File: src/rtl/branch_predictor.sv
// Fetch-stage branch predictor: direct-mapped BTB with a 2-bit saturating
// direction counter per entry, trained from EX, plus a saturating mispredict counter.
module branch_predictor #(
  parameter int ENTRIES = 16,
  parameter int IDX_W   = $clog2(ENTRIES)
) (
  input  logic        clk,
  input  logic        rstn,
  input  logic [31:0] PC,
  output logic        Pre_Branch,
  output logic [31:0] Pre_PC,
  input  logic        Upd_Valid,
  input  logic [31:0] Upd_PC,
  input  logic        Upd_Taken,
  input  logic [31:0] Upd_Target,
  input  logic        Upd_Pred_Taken,
  output logic [31:0] Miss_Cnt
);

  localparam int TAG_W = 30 - IDX_W;

  logic [ENTRIES-1:0] valid_q, valid_d;
  logic [1:0]         ctr_q    [ENTRIES];
  logic [1:0]         ctr_d    [ENTRIES];
  logic [TAG_W-1:0]   tag_q    [ENTRIES];
  logic [31:0]        target_q [ENTRIES];
  logic [31:0]        miss_cnt_q, miss_cnt_d;

  logic [IDX_W-1:0]   lk_idx, up_idx;
  logic [TAG_W-1:0]   lk_tag, up_tag;
  logic               lk_hit, up_hit;
  logic               wr_entry;
  logic               unused_lsbs;

  assign unused_lsbs = ^{PC[1:0], Upd_PC[1:0]};

  // Lookup: purely combinational, sees the state before any same-cycle update.
  assign lk_idx     = PC[IDX_W+1:2];
  assign lk_tag     = PC[31:IDX_W+2];
  assign lk_hit     = valid_q[lk_idx] && (tag_q[lk_idx] == lk_tag);
  assign Pre_Branch = lk_hit && ctr_q[lk_idx][1];
  assign Pre_PC     = Pre_Branch ? target_q[lk_idx] : (PC + 32'd4);

  assign up_idx = Upd_PC[IDX_W+1:2];
  assign up_tag = Upd_PC[31:IDX_W+2];
  assign up_hit = valid_q[up_idx] && (tag_q[up_idx] == up_tag);

  always_comb begin
    valid_d = valid_q;
    ctr_d   = ctr_q;
    if (Upd_Valid) begin
      if (up_hit) begin
        if (Upd_Taken) begin
          if (ctr_q[up_idx] != 2'b11) ctr_d[up_idx] = ctr_q[up_idx] + 2'd1;
        end else begin
          if (ctr_q[up_idx] != 2'b00) ctr_d[up_idx] = ctr_q[up_idx] - 2'd1;
        end
      end else if (Upd_Taken) begin
        valid_d[up_idx] = 1'b1;
        ctr_d[up_idx]   = 2'b10;
      end
    end
  end

  always_comb begin
    miss_cnt_d = miss_cnt_q;
    if (Upd_Valid && (Upd_Pred_Taken != Upd_Taken) && (miss_cnt_q != 32'hFFFF_FFFF))
      miss_cnt_d = miss_cnt_q + 32'd1;
  end

  // Both a taken hit and an allocation rewrite tag+target; on a hit the tag is unchanged.
  // Qualified with rstn so an edge seen during reset writes nothing.
  assign wr_entry = rstn && Upd_Valid && Upd_Taken;

  always_ff @(posedge clk or negedge rstn) begin
    if (!rstn) begin
      valid_q    <= '0;
      miss_cnt_q <= '0;
      for (int i = 0; i < ENTRIES; i++) ctr_q[i] <= 2'b01;
    end else begin
      valid_q    <= valid_d;
      miss_cnt_q <= miss_cnt_d;
      ctr_q      <= ctr_d;
    end
  end

  always_ff @(posedge clk) begin
    if (wr_entry) begin
      tag_q[up_idx]    <= up_tag;
      target_q[up_idx] <= Upd_Target;
    end
  end

  assign Miss_Cnt = miss_cnt_q;

endmodule

File: config.mk
export PLATFORM = sky130hd
export DESIGN_NAME = branch_predictor
export DESIGN_NICKNAME = d
export VERILOG_FILES = /design/src/rtl/branch_predictor.sv
export SDC_FILE = /design/constraint.sdc
export NUM_CORES = 1
export LEC_CHECK = 0
export CAP_MARGIN = 40
export CORE_MARGIN = 2
export CORE_UTILIZATION = 42
export CTS_CLUSTER_SIZE = 10
export DETAILED_ROUTE_END_ITERATION = 8
export GPL_TIMING_DRIVEN = 0
export PLACE_DENSITY = 0.71
export SLEW_MARGIN = 20
export SYNTH_ARGS = -nofsm -noshare
export SYNTH_HDL_FRONTEND = slang
export SYNTH_SLANG_ARGS = --single-unit
File: constraint.sdc
create_clock -name clk -period 4.2 [get_ports clk]
set_input_delay 0.42 -clock clk [delete_from_list [all_inputs] [get_ports clk]]
set_output_delay 0.42 -clock clk [all_outputs]
set_load 0.02 [all_outputs]
==> results.md <==
- Sum of overflow across all layers after global routing: 0
- Detailed Route Iter0 Violations: 3890
- Die Y-Extent: 328 um
- Data required, critical path: 3.78 ns
- Fmax: 194 MHz
- Clock buffers created by TritonCTS: 114
- Die Footprint: 108000 um2
- Class of the worst hold path: in -> async
- Total global routing track utilization: 25.2%
- CTS sink count: 1008
- Critical path type: reg -> out
- Maximum level of the CTS H-tree: 3
- Half-perimeter wire length of the detailed placement result: 94400 um
- CP arrival: 4.74 ns
- Critical path peak fanout: 10
- Number of nets produced by synthesis: 2324
- Number of max-slew violations in the final report: 0
- Synthesized cell area: 44100 um2
- Detailed-route via count: 25784
- Post-synthesis average cell area: 19.9 um2
- Util after Layout: 51.6%
- Category of the worst setup path launch point: register
- Residual DRC count: 0
- Final routed wirelength across all metal layers: 135000 um
- CTS tree: yes
- Failing checks: setup timing
- Antenna violations before repair: 13
- Sum Neg Setup Slack: -27.97 ns
- Detailed-router iteration count before antenna repair: 6
- Pwr per Cell Area: 414 nW/um2
- Status: complete, but fails checks
- Final Wtd Congestion: 0.987
- Leakage power: 17.2 nW
- Final total power: 22.2 mW
- Final period demand of the worst path: 5.16 ns
- Post-route insts no fill: 4025
- Relative max-transition margin: 41.3%
- Number of global-route vias before repair: 25909
- Final critical-path share of the clock period: 123%
- Pin count of the biggest net entering global routing: 53
- Relative area change from synthesis to final layout: 21.6%
- Fraction of final layout cells with drive strength greater than 1: 34.0%
- Detail-routed net length per standard cell: 33.6 um
- Multi-input combinational cell area: 14200 um2
- Yosys warnings: 0
- Number of different library cells in the post-synthesis netlist: 59
- Number of nets in the final layout: 2709
- Vias per cell: 6.41
- Number of rows in the core area: 118
- Async set-reset flop share out of synthesis: 7.94%
- Measured slew at the worst slew-check pin: 0.878 ns
- Most instantiated flip-flop cell in the synthesis netlist: sky130_fd_sc_hd__edfxtp_1
- Dpl cells: 3854
- Final Hold Fails: 0
- Number of top-level pins: 166
- RSZ-0062 raised after global routing: true
- Worst clock skew on the final layout: 0.0488 ns
- Initial standard-cell utilization of the core: 42.5%
- Smallest setup slack after layout: -0.959 ns
- Final-report setup violation count: 34
- Clock latency at the later pin of the worst-skew pair: 0.72 ns
- Antenna-violating nets left: 0
- Sequential element share of the synthesized area: 67.8%
- Number of buffers on the longest clock path: 3
- Filler Cell Count: 8010
- EDFF count, synth: 928
- Sort of element at the end of the critical path: output pin
- Instance count of the mapped netlist: 2219
- Yosys reg bits: 1008
- Global-route wire length before repair: 191000 um
- Clock transition at the registers of the reported paths: 0.05 ns
- Horizontal die dimension: 328 um
- Core region area: 104000 um2
- Clock root cell: sky130_fd_sc_hd__clkbuf_16
- Worst supply voltage drop on vdd: 383 uV
- Number of max-cap violations: 0
- Number of port buffers: 155
- Register area: 29900 um2
==> critical path: stages (launching register included) <==
cell	delay (ns)
sky130_fd_sc_hd__edfxtp_1	0.41
sky130_fd_sc_hd__mux4_2	0.50
sky130_fd_sc_hd__mux4_2	0.54
sky130_fd_sc_hd__xnor2_2	0.28
sky130_fd_sc_hd__nand2_2	0.17
sky130_fd_sc_hd__or3_1	0.33
sky130_fd_sc_hd__or4_1	0.41
sky130_fd_sc_hd__or4b_4	0.60
sky130_fd_sc_hd__clkbuf_8	0.26
sky130_fd_sc_hd__nor2_4	0.15
sky130_fd_sc_hd__a21oi_4	0.05
sky130_fd_sc_hd__dlygate4sd2_1	0.34
==> worst paths after layout <==
check / cells past startpoint / to / slack, ns / from
max: 11 / Pre_PC[11] / -0.96 / tag_q[7][10]
min: 2 / Miss_Cnt[6] / 0.17 / rstn
max reg2reg: 10 / ctr_q[9] / 0.29 / tag_q[7][3]
min reg2reg: 1 / Miss_Cnt[14] / 0.50 / Miss_Cnt[14]
max in group asynchronous: 3 / ctr_q[8] / 3.36 / rstn
min in group clk: 3 / valid_q[4] / 0.31 / Upd_Taken
==> area by class of cell <==
type                            instances  area share (%)
Sequential cell                      1008            55.8
Clock inverter                         16           0.331
Clock buffer                          138            5.57
Buffer                                131            1.74
Multi-Input combinational cell       1065            26.5
Inverter                               11          0.0770
Antenna cell                            3          0.0140
Tap cell                             1380            3.22
Timing Repair Buffer                  273            6.74
==> registers in the layout, indices dropped and copies added (netlist names) <==
name      cells
target_q    512
ctr_q        32
valid_q      16
tag_q       416
Miss_Cnt     32
==> Yosys cell counts, types with 4 or more instances <==
library cell / count / area [um2]
sky130_fd_sc_hd__and4_1: 5 / 43.8
sky130_fd_sc_hd__mux2_2: 45 / 507
sky130_fd_sc_hd__nor2b_1: 9 / 56.3
sky130_fd_sc_hd__buf_2: 34 / 170
sky130_fd_sc_hd__mux2i_1: 63 / 631
sky130_fd_sc_hd__xor2_1: 37 / 324
sky130_fd_sc_hd__clkbuf_1: 67 / 251
sky130_fd_sc_hd__o21bai_1: 16 / 120
sky130_fd_sc_hd__xnor2_1: 83 / 727
sky130_fd_sc_hd__nor3_1: 10 / 50.1
sky130_fd_sc_hd__buf_6: 6 / 67.6
sky130_fd_sc_hd__a21oi_2: 10 / 87.6
sky130_fd_sc_hd__nor2_1: 83 / 312
sky130_fd_sc_hd__edfxtp_1: 928 / 27900
sky130_fd_sc_hd__nand3_1: 55 / 275
sky130_fd_sc_hd__a221oi_1: 4 / 35.0
sky130_fd_sc_hd__mux4_2: 395 / 8900
sky130_fd_sc_hd__nand4_1: 25 / 156
sky130_fd_sc_hd__a2bb2oi_1: 18 / 158
sky130_fd_sc_hd__ha_1: 4 / 50.1
sky130_fd_sc_hd__nand2_1: 80 / 300
sky130_fd_sc_hd__a211oi_1: 7 / 52.6
sky130_fd_sc_hd__o211ai_1: 9 / 67.6
sky130_fd_sc_hd__dfrtp_1: 64 / 1600
sky130_fd_sc_hd__and3_1: 16 / 100
sky130_fd_sc_hd__and2_1: 6 / 37.5
sky130_fd_sc_hd__dfstp_2: 16 / 420
sky130_fd_sc_hd__o32ai_1: 4 / 35.0
sky130_fd_sc_hd__o21ai_0: 12 / 60.1
sky130_fd_sc_hd__nor4_1: 9 / 56.3
sky130_fd_sc_hd__inv_1: 10 / 37.5
sky130_fd_sc_hd__a21oi_1: 25 / 125
sky130_fd_sc_hd__buf_1: 27 / 101
==> layer usage <==
layer / routed length [um] / vias to the layer above / GRT usage, %
li1: - / 10030 / -
met1: 50300 / 13608 / 34.0
met2: 63500 / 1804 / 39.4
met3: 15800 / 326 / 6.46
met4: 5400 / 16 / 9.69
met5: 106 / - / 0
==> cells in the final DEF (no fill, tap or decap), types with 12 or more instances in the layout <==
cell type	Yosys	layout
sky130_fd_sc_hd__dfrtp_1	64	64
sky130_fd_sc_hd__buf_12	0	47
sky130_fd_sc_hd__mux2i_1	63	63
sky130_fd_sc_hd__xnor2_1	83	75
sky130_fd_sc_hd__dfstp_2	16	16
sky130_fd_sc_hd__a2bb2oi_1	18	18
sky130_fd_sc_hd__clkdlybuf4s50_1	0	119
sky130_fd_sc_hd__clkbuf_4	0	12
sky130_fd_sc_hd__and3_1	16	15
sky130_fd_sc_hd__nor2_1	83	44
sky130_fd_sc_hd__edfxtp_1	928	928
sky130_fd_sc_hd__clkbuf_2	0	12
sky130_fd_sc_hd__buf_8	0	15
sky130_fd_sc_hd__nand2_1	80	79
sky130_fd_sc_hd__nand4_1	25	25
sky130_fd_sc_hd__clkbuf_1	67	65
sky130_fd_sc_hd__mux4_2	395	395
sky130_fd_sc_hd__buf_2	34	15
sky130_fd_sc_hd__buf_6	6	52
sky130_fd_sc_hd__o21bai_1	16	16
sky130_fd_sc_hd__xor2_1	37	37
sky130_fd_sc_hd__mux2_2	45	44
sky130_fd_sc_hd__nand3_1	55	54
sky130_fd_sc_hd__buf_16	0	25
sky130_fd_sc_hd__nor2_4	0	33
sky130_fd_sc_hd__clkbuf_16	0	116
sky130_fd_sc_hd__a21oi_4	0	28
sky130_fd_sc_hd__buf_4	1	33
==> through the flow <==
step                      area [um2]  hold slack [ns]  setup WS, ns
after CTS                      53400            0.155        -0.904
after global routing           53600            0.215         -1.02
after floorplan                44600            0.124        -0.321
final                          53600            0.174        -0.959
after global placement         47900            0.476         -5.18
after detailed placement       49800            0.378         -2.56
==> kinds of logic (layout without fill, tap and decap cells) <==
kind of cell             after synthesis  count (layout)  share of synthesized area (%)
AO/OA/AOI/OAI                        128             128                           2.11
XOR/XNOR                             120             120                           2.38
adder cells (fa/ha/maj)                4               4                          0.114
buffers and inverters                146             569                           1.45
flip-flops                          1008            1008                           67.8
multiplexers                         503             503                           22.8
other                                  0               3                              0
AND/OR/NAND/NOR                      310             310                           3.36
==> power by group <==
| group | internal, mW | total [mW] | leakage, nW | switching, mW |
|---|---|---|---|---|
| combinational | 0.943 | 2.11 | 6.35 | 1.16 |
| clock | 4.99 | 8.81 | 1.53 | 3.82 |
| sequential | 11.1 | 11.3 | 9.32 | 0.124 |
==> repair_timing <==
| item | in CTS | in global routing |
|---|---|---|
| pin swaps | 17 | 11 |
| resized for setup | 226 | 58 |
| hold buffers | 1 | 0 |
| hold endpoints to repair | 42 | 0 |
| cloned | 1 | 0 |
| setup buffers | 6 | 6 |
| endpoints found under the setup margin | 680 | 93 |
No activity file was read; power rests on OpenSTA's default activity.
